===== src/rtl/counter_sequencer.sv =====
// Run controller for the up-counter: latches limit/prescale/mode on start, clears, paces enables, flags done.
// done_o lands 2 + limit*(prescale+1) cycles after start is accepted; stop_i aborts at the next edge.
module counter_sequencer #(
    parameter int WIDTH      = 4,
    parameter int PRESCALE_W = 4,
    parameter int PCOUNT_W   = 8
) (
    input  logic                  clock_i,
    input  logic                  reset_i,
    input  logic                  start_i,
    input  logic                  stop_i,
    input  logic                  mode_i,
    input  logic [WIDTH-1:0]      limit_i,
    input  logic [PRESCALE_W-1:0] prescale_i,
    input  logic [WIDTH-1:0]      counter_value_i,
    output logic                  counter_enable_o,
    output logic                  counter_clear_o,
    output logic                  busy_o,
    output logic                  done_o,
    output logic [PCOUNT_W-1:0]   period_count_o
);

    typedef enum logic [1:0] {
        ST_IDLE  = 2'd0,
        ST_CLEAR = 2'd1,
        ST_RUN   = 2'd2
    } state_t;

    localparam logic [PCOUNT_W-1:0] PCOUNT_MAX = '1;

    state_t                state_q, state_d;
    logic                  mode_q, mode_d;
    logic [WIDTH-1:0]      limit_q, limit_d;
    logic [PRESCALE_W-1:0] prescale_q, prescale_d;
    logic [PRESCALE_W-1:0] presc_q, presc_d;
    logic [PCOUNT_W-1:0]   period_count_q, period_count_d;
    logic                  term;
    logic                  enable;
    logic                  done;

    always_comb begin
        state_d        = state_q;
        mode_d         = mode_q;
        limit_d        = limit_q;
        prescale_d     = prescale_q;
        presc_d        = presc_q;
        period_count_d = period_count_q;
        enable         = 1'b0;
        done           = 1'b0;
        term           = (counter_value_i == limit_q);

        case (state_q)
            ST_IDLE: begin
                if (start_i && !stop_i) begin
                    mode_d         = mode_i;
                    limit_d        = limit_i;
                    prescale_d     = prescale_i;
                    period_count_d = '0;
                    state_d        = ST_CLEAR;
                end
            end
            ST_CLEAR: begin
                presc_d = '0;
                state_d = stop_i ? ST_IDLE : ST_RUN;
            end
            ST_RUN: begin
                // Stop outranks term; enable is held off at term so the counter never wraps past limit.
                if (stop_i) begin
                    state_d = ST_IDLE;
                end else if (term) begin
                    done    = 1'b1;
                    state_d = mode_q ? ST_CLEAR : ST_IDLE;
                    if (period_count_q != PCOUNT_MAX) begin
                        period_count_d = period_count_q + 1'b1;
                    end
                end else if (presc_q == prescale_q) begin
                    enable  = 1'b1;
                    presc_d = '0;
                end else begin
                    presc_d = presc_q + 1'b1;
                end
            end
            default: state_d = ST_IDLE;
        endcase
    end

    always_ff @(posedge clock_i) begin
        if (reset_i) begin
            state_q        <= ST_IDLE;
            mode_q         <= 1'b0;
            limit_q        <= '0;
            prescale_q     <= '0;
            presc_q        <= '0;
            period_count_q <= '0;
        end else begin
            state_q        <= state_d;
            mode_q         <= mode_d;
            limit_q        <= limit_d;
            prescale_q     <= prescale_d;
            presc_q        <= presc_d;
            period_count_q <= period_count_d;
        end
    end

    // Outputs are forced low while reset is asserted, before the state register has settled.
    assign counter_enable_o = enable & ~reset_i;
    assign done_o           = done & ~reset_i;
    assign counter_clear_o  = (state_q == ST_CLEAR) & ~reset_i;
    assign busy_o           = (state_q != ST_IDLE) & ~reset_i;
    assign period_count_o   = reset_i ? '0 : period_count_q;

endmodule


===== config.mk =====
export PLATFORM = sky130hd
export DESIGN_NAME = counter_sequencer
export DESIGN_NICKNAME = d
export VERILOG_FILES = /design/src/rtl/counter_sequencer.sv
export SDC_FILE = /design/constraint.sdc
export NUM_CORES = 1
export LEC_CHECK = 0
export ABC_AREA = 0
export CORE_MARGIN = 4
export CORE_UTILIZATION = 49
export CTS_BUF_LIST = sky130_fd_sc_hd__clkbuf_16
export DETAILED_ROUTE_END_ITERATION = 8
export PLACE_DENSITY = 0.76
export SKIP_CTS_REPAIR_TIMING = 1
export SLEW_MARGIN = 5
export SYNTH_ARGS = -nofsm -noshare
export SYNTH_HDL_FRONTEND = slang
export SYNTH_SLANG_ARGS = --single-unit

===== constraint.sdc =====
create_clock -name clock_i -period 2.2 [get_ports clock_i]
set_input_delay 0.22 -clock clock_i [delete_from_list [all_inputs] [get_ports clock_i]]
set_output_delay 0.22 -clock clock_i [all_outputs]
set_load 0.01 [all_outputs]

==> metrics <==
top cells by area, synth dfxtp_1, nand2_1, a21oi_1; H-tree Lvls 1; Yosys warning total 0; Die W 59.0 µm; Num CTS Buffers 3; 1st-pass router iterations 4; Worst path slowest cell clkdlybuf4s50_1; Final nets around 210; Final setup viols 0; Die H between 50 and 60 µm; hold path depth 2; ys async rst share 0; Rows 18; crit path launch type primary input; final wirelength 3090 µm; Final period util 0.888; vias in the first global route about 1200; Worst EP arrival between 1.5 and 2 ns; Detailed Route Iter0 Violations a little under 60; Fin. Hold Viols 0; DP HPWL between 2000 and 2500 µm; Hold Path Class reg -> reg; commonest non-fill, non-tap cells in the layout clkdlybuf4s50_1, nand2_1, dfxtp_1; RSZ-0062 raised after global routing false; initial antenna violation count 0; Root Buffer clkbuf_16; Rel. slew slack 0.672; Total GRT Usage 0.183; Post-Synthesis Cells 158; Power Dens Cells 543 nW/µm²; Peak Freq just over 500 MHz; Post-DRT Antenna Nets 0; crit-path max FO 35; Netlist cell types 37; CTS tree built; Port Buffers 28; final core utilization 0.690; area grow syn2layout 34.3%; crit path cell chain clkdlybuf4s50_1, buf_12, nor2b_1, clkdlybuf4s50_1; Clock Skews about 0.0021 ns; vias per cell 5.58; critical path's top delay family buffers and inverters; Total Power 929 µW; CP required 1.98 ns; Worst R2R End period_count_q[1]; Pleak 0.704 nW; Crit path largest cell delay roughly 0.59 ns; Worst Hold End state_q[0]; Core Box Area 2480 µm²; first-pass GRT wire length 5110 µm; Die ar. about 3500 µm²; Max Cap Violations 0; Vias 1223; largest net degree at the start of global routing 36; WL/cell about 14 µm; Worst Tran Pin Value slightly below 0.5 ns; CP Buf/Inv Count 3; ANT cells 0; min-delay src mode_q; final std cells w/o fill 219; FF+latch count, synth 23; Peak supply drop 0.406 mV; R2R depth 5; max-slew violations 0; Avg Inst Size Synth approximately 8 µm²; placed cell area around 1600 µm²; CTS sink count 23; dominant cell type by area after synthesis dfxtp_1; initial core utilization 0.514; final setup TNS 0 ns; Post-Layout Inst Area about 1700 µm²; clock latency on the worst-skew pair ~0.25 ns; remaining global-route overflow 0; worst r2r src period_count_q[0]; most common cell after layout, fill and taps aside clkdlybuf4s50_1; flop2flop setup slack 0.42 ns; clk slew on worst S/H paths about 0.060 ns; register area share after synthesis 0.361; min Tclk post-route 1.95 ns; Max clock buf depth 2; Post-Syn Area between 1000 and 1500 µm²; syn nets approximately 180; layout cells sized above 1 0.0741; outcome finished clean; IO Count 29; CP Class in -> out; ys flop type dfxtp_1; number of synthesized flops with an enable pin 0; DP Cell Count between 200 and 250; top cell type's share of synthesized area 0.361; residual DRC count 0; cell mode on critical path clkdlybuf4s50_1; CP Capture Type primary output; GPL Wtd Cong 0.811
-- worst min-delay path, delay by kind of cell, from the launching register on --
family | cells | cell delay [ns]
DFF | 1 | 0.31
AOI/OAI and AO/OA | 1 | 0.06
and+or+nand+nor | 1 | 0.05
-- power breakdown --
part	internal, mW	switching (mW)	total, mW
clock network	0.242	0.142	0.384
registers	0.426	0.00730	0.433
logic	0.0579	0.0533	0.111
-- how the worst max path moves through the flow --
stage,start,endpoint,slack [ns],cells after the start
global route,reset_i,period_count_o[3],0.20,4
floorplan,period_count_q[0],period_count_q[1],0.53,5
finish,reset_i,period_count_o[3],0.25,4
global placement,counter_value_i[3],done_o,0.06,6
CTS,counter_value_i[2],done_o,-0.005,6
detailed placement,counter_value_i[2],done_o,-0.005,6
-- final cells by class --
| class | instances | area [µm²] |
|---|---|---|
| timing repair buffer | 35 | 350 |
| sequential | 23 | 460 |
| clock inverter | 1 | 3.75 |
| tap | 30 | 37.5 |
| multi-input combinational | 123 | 768 |
| fill | 216 | 767 |
| inverter | 4 | 15.0 |
| clock buffer | 3 | 75.1 |
-- logic make-up after synthesis --
group,share of synthesized area
mux,0.0118
simple gates,0.342
flops,0.361
xor+xnor,0.0550
buf+inv,0.0403
compound gates,0.170
fa+ha+maj,0.0196
-- synth_stat cells (all sizes together) (2+ instances only) --
cell type,count
nor2b,6
nand2b,8
or3,4
nor3,7
a21oi,13
nand3b,5
nand3,5
nand4b,2
xnor2,4
dfxtp,23
clkbuf,3
xor2,4
inv,4
nor2,6
nand2,23
and3,5
o21ai,3
buf,5
a31oi,4
a211o,2
nand4,2
nor4,3
nor3b,3
ha,2
-- registers in the layout (all words and copies together), names as in the netlist --
register	flops
limit_q	4
prescale_q	4
mode_q	1
presc_q	4
state_q	2
period_count_q	8
-- routing by layer --
layer  share of wire  track usage  up-vias  routed length, µm
met2            0.47        0.314       38               1460
li1                -            -      629                  -
met4           0.018       0.0647        0                 55
met1            0.45        0.242      551               1380
met5               0            0        -                  0
met3           0.062       0.0131        5                191
-- per-stage QoR --
step,setup slack (ns),hold WS [ns]
2_1_floorplan,0.533,0.297
3_3_place_gp,0.0582,0.443
3_5_place_dp,-0.00526,0.452
4_1_cts,-0.00526,0.461
5_1_grt,0.197,0.481
6_report,0.246,0.458
No activity file was read; power rests on OpenSTA's default activity.
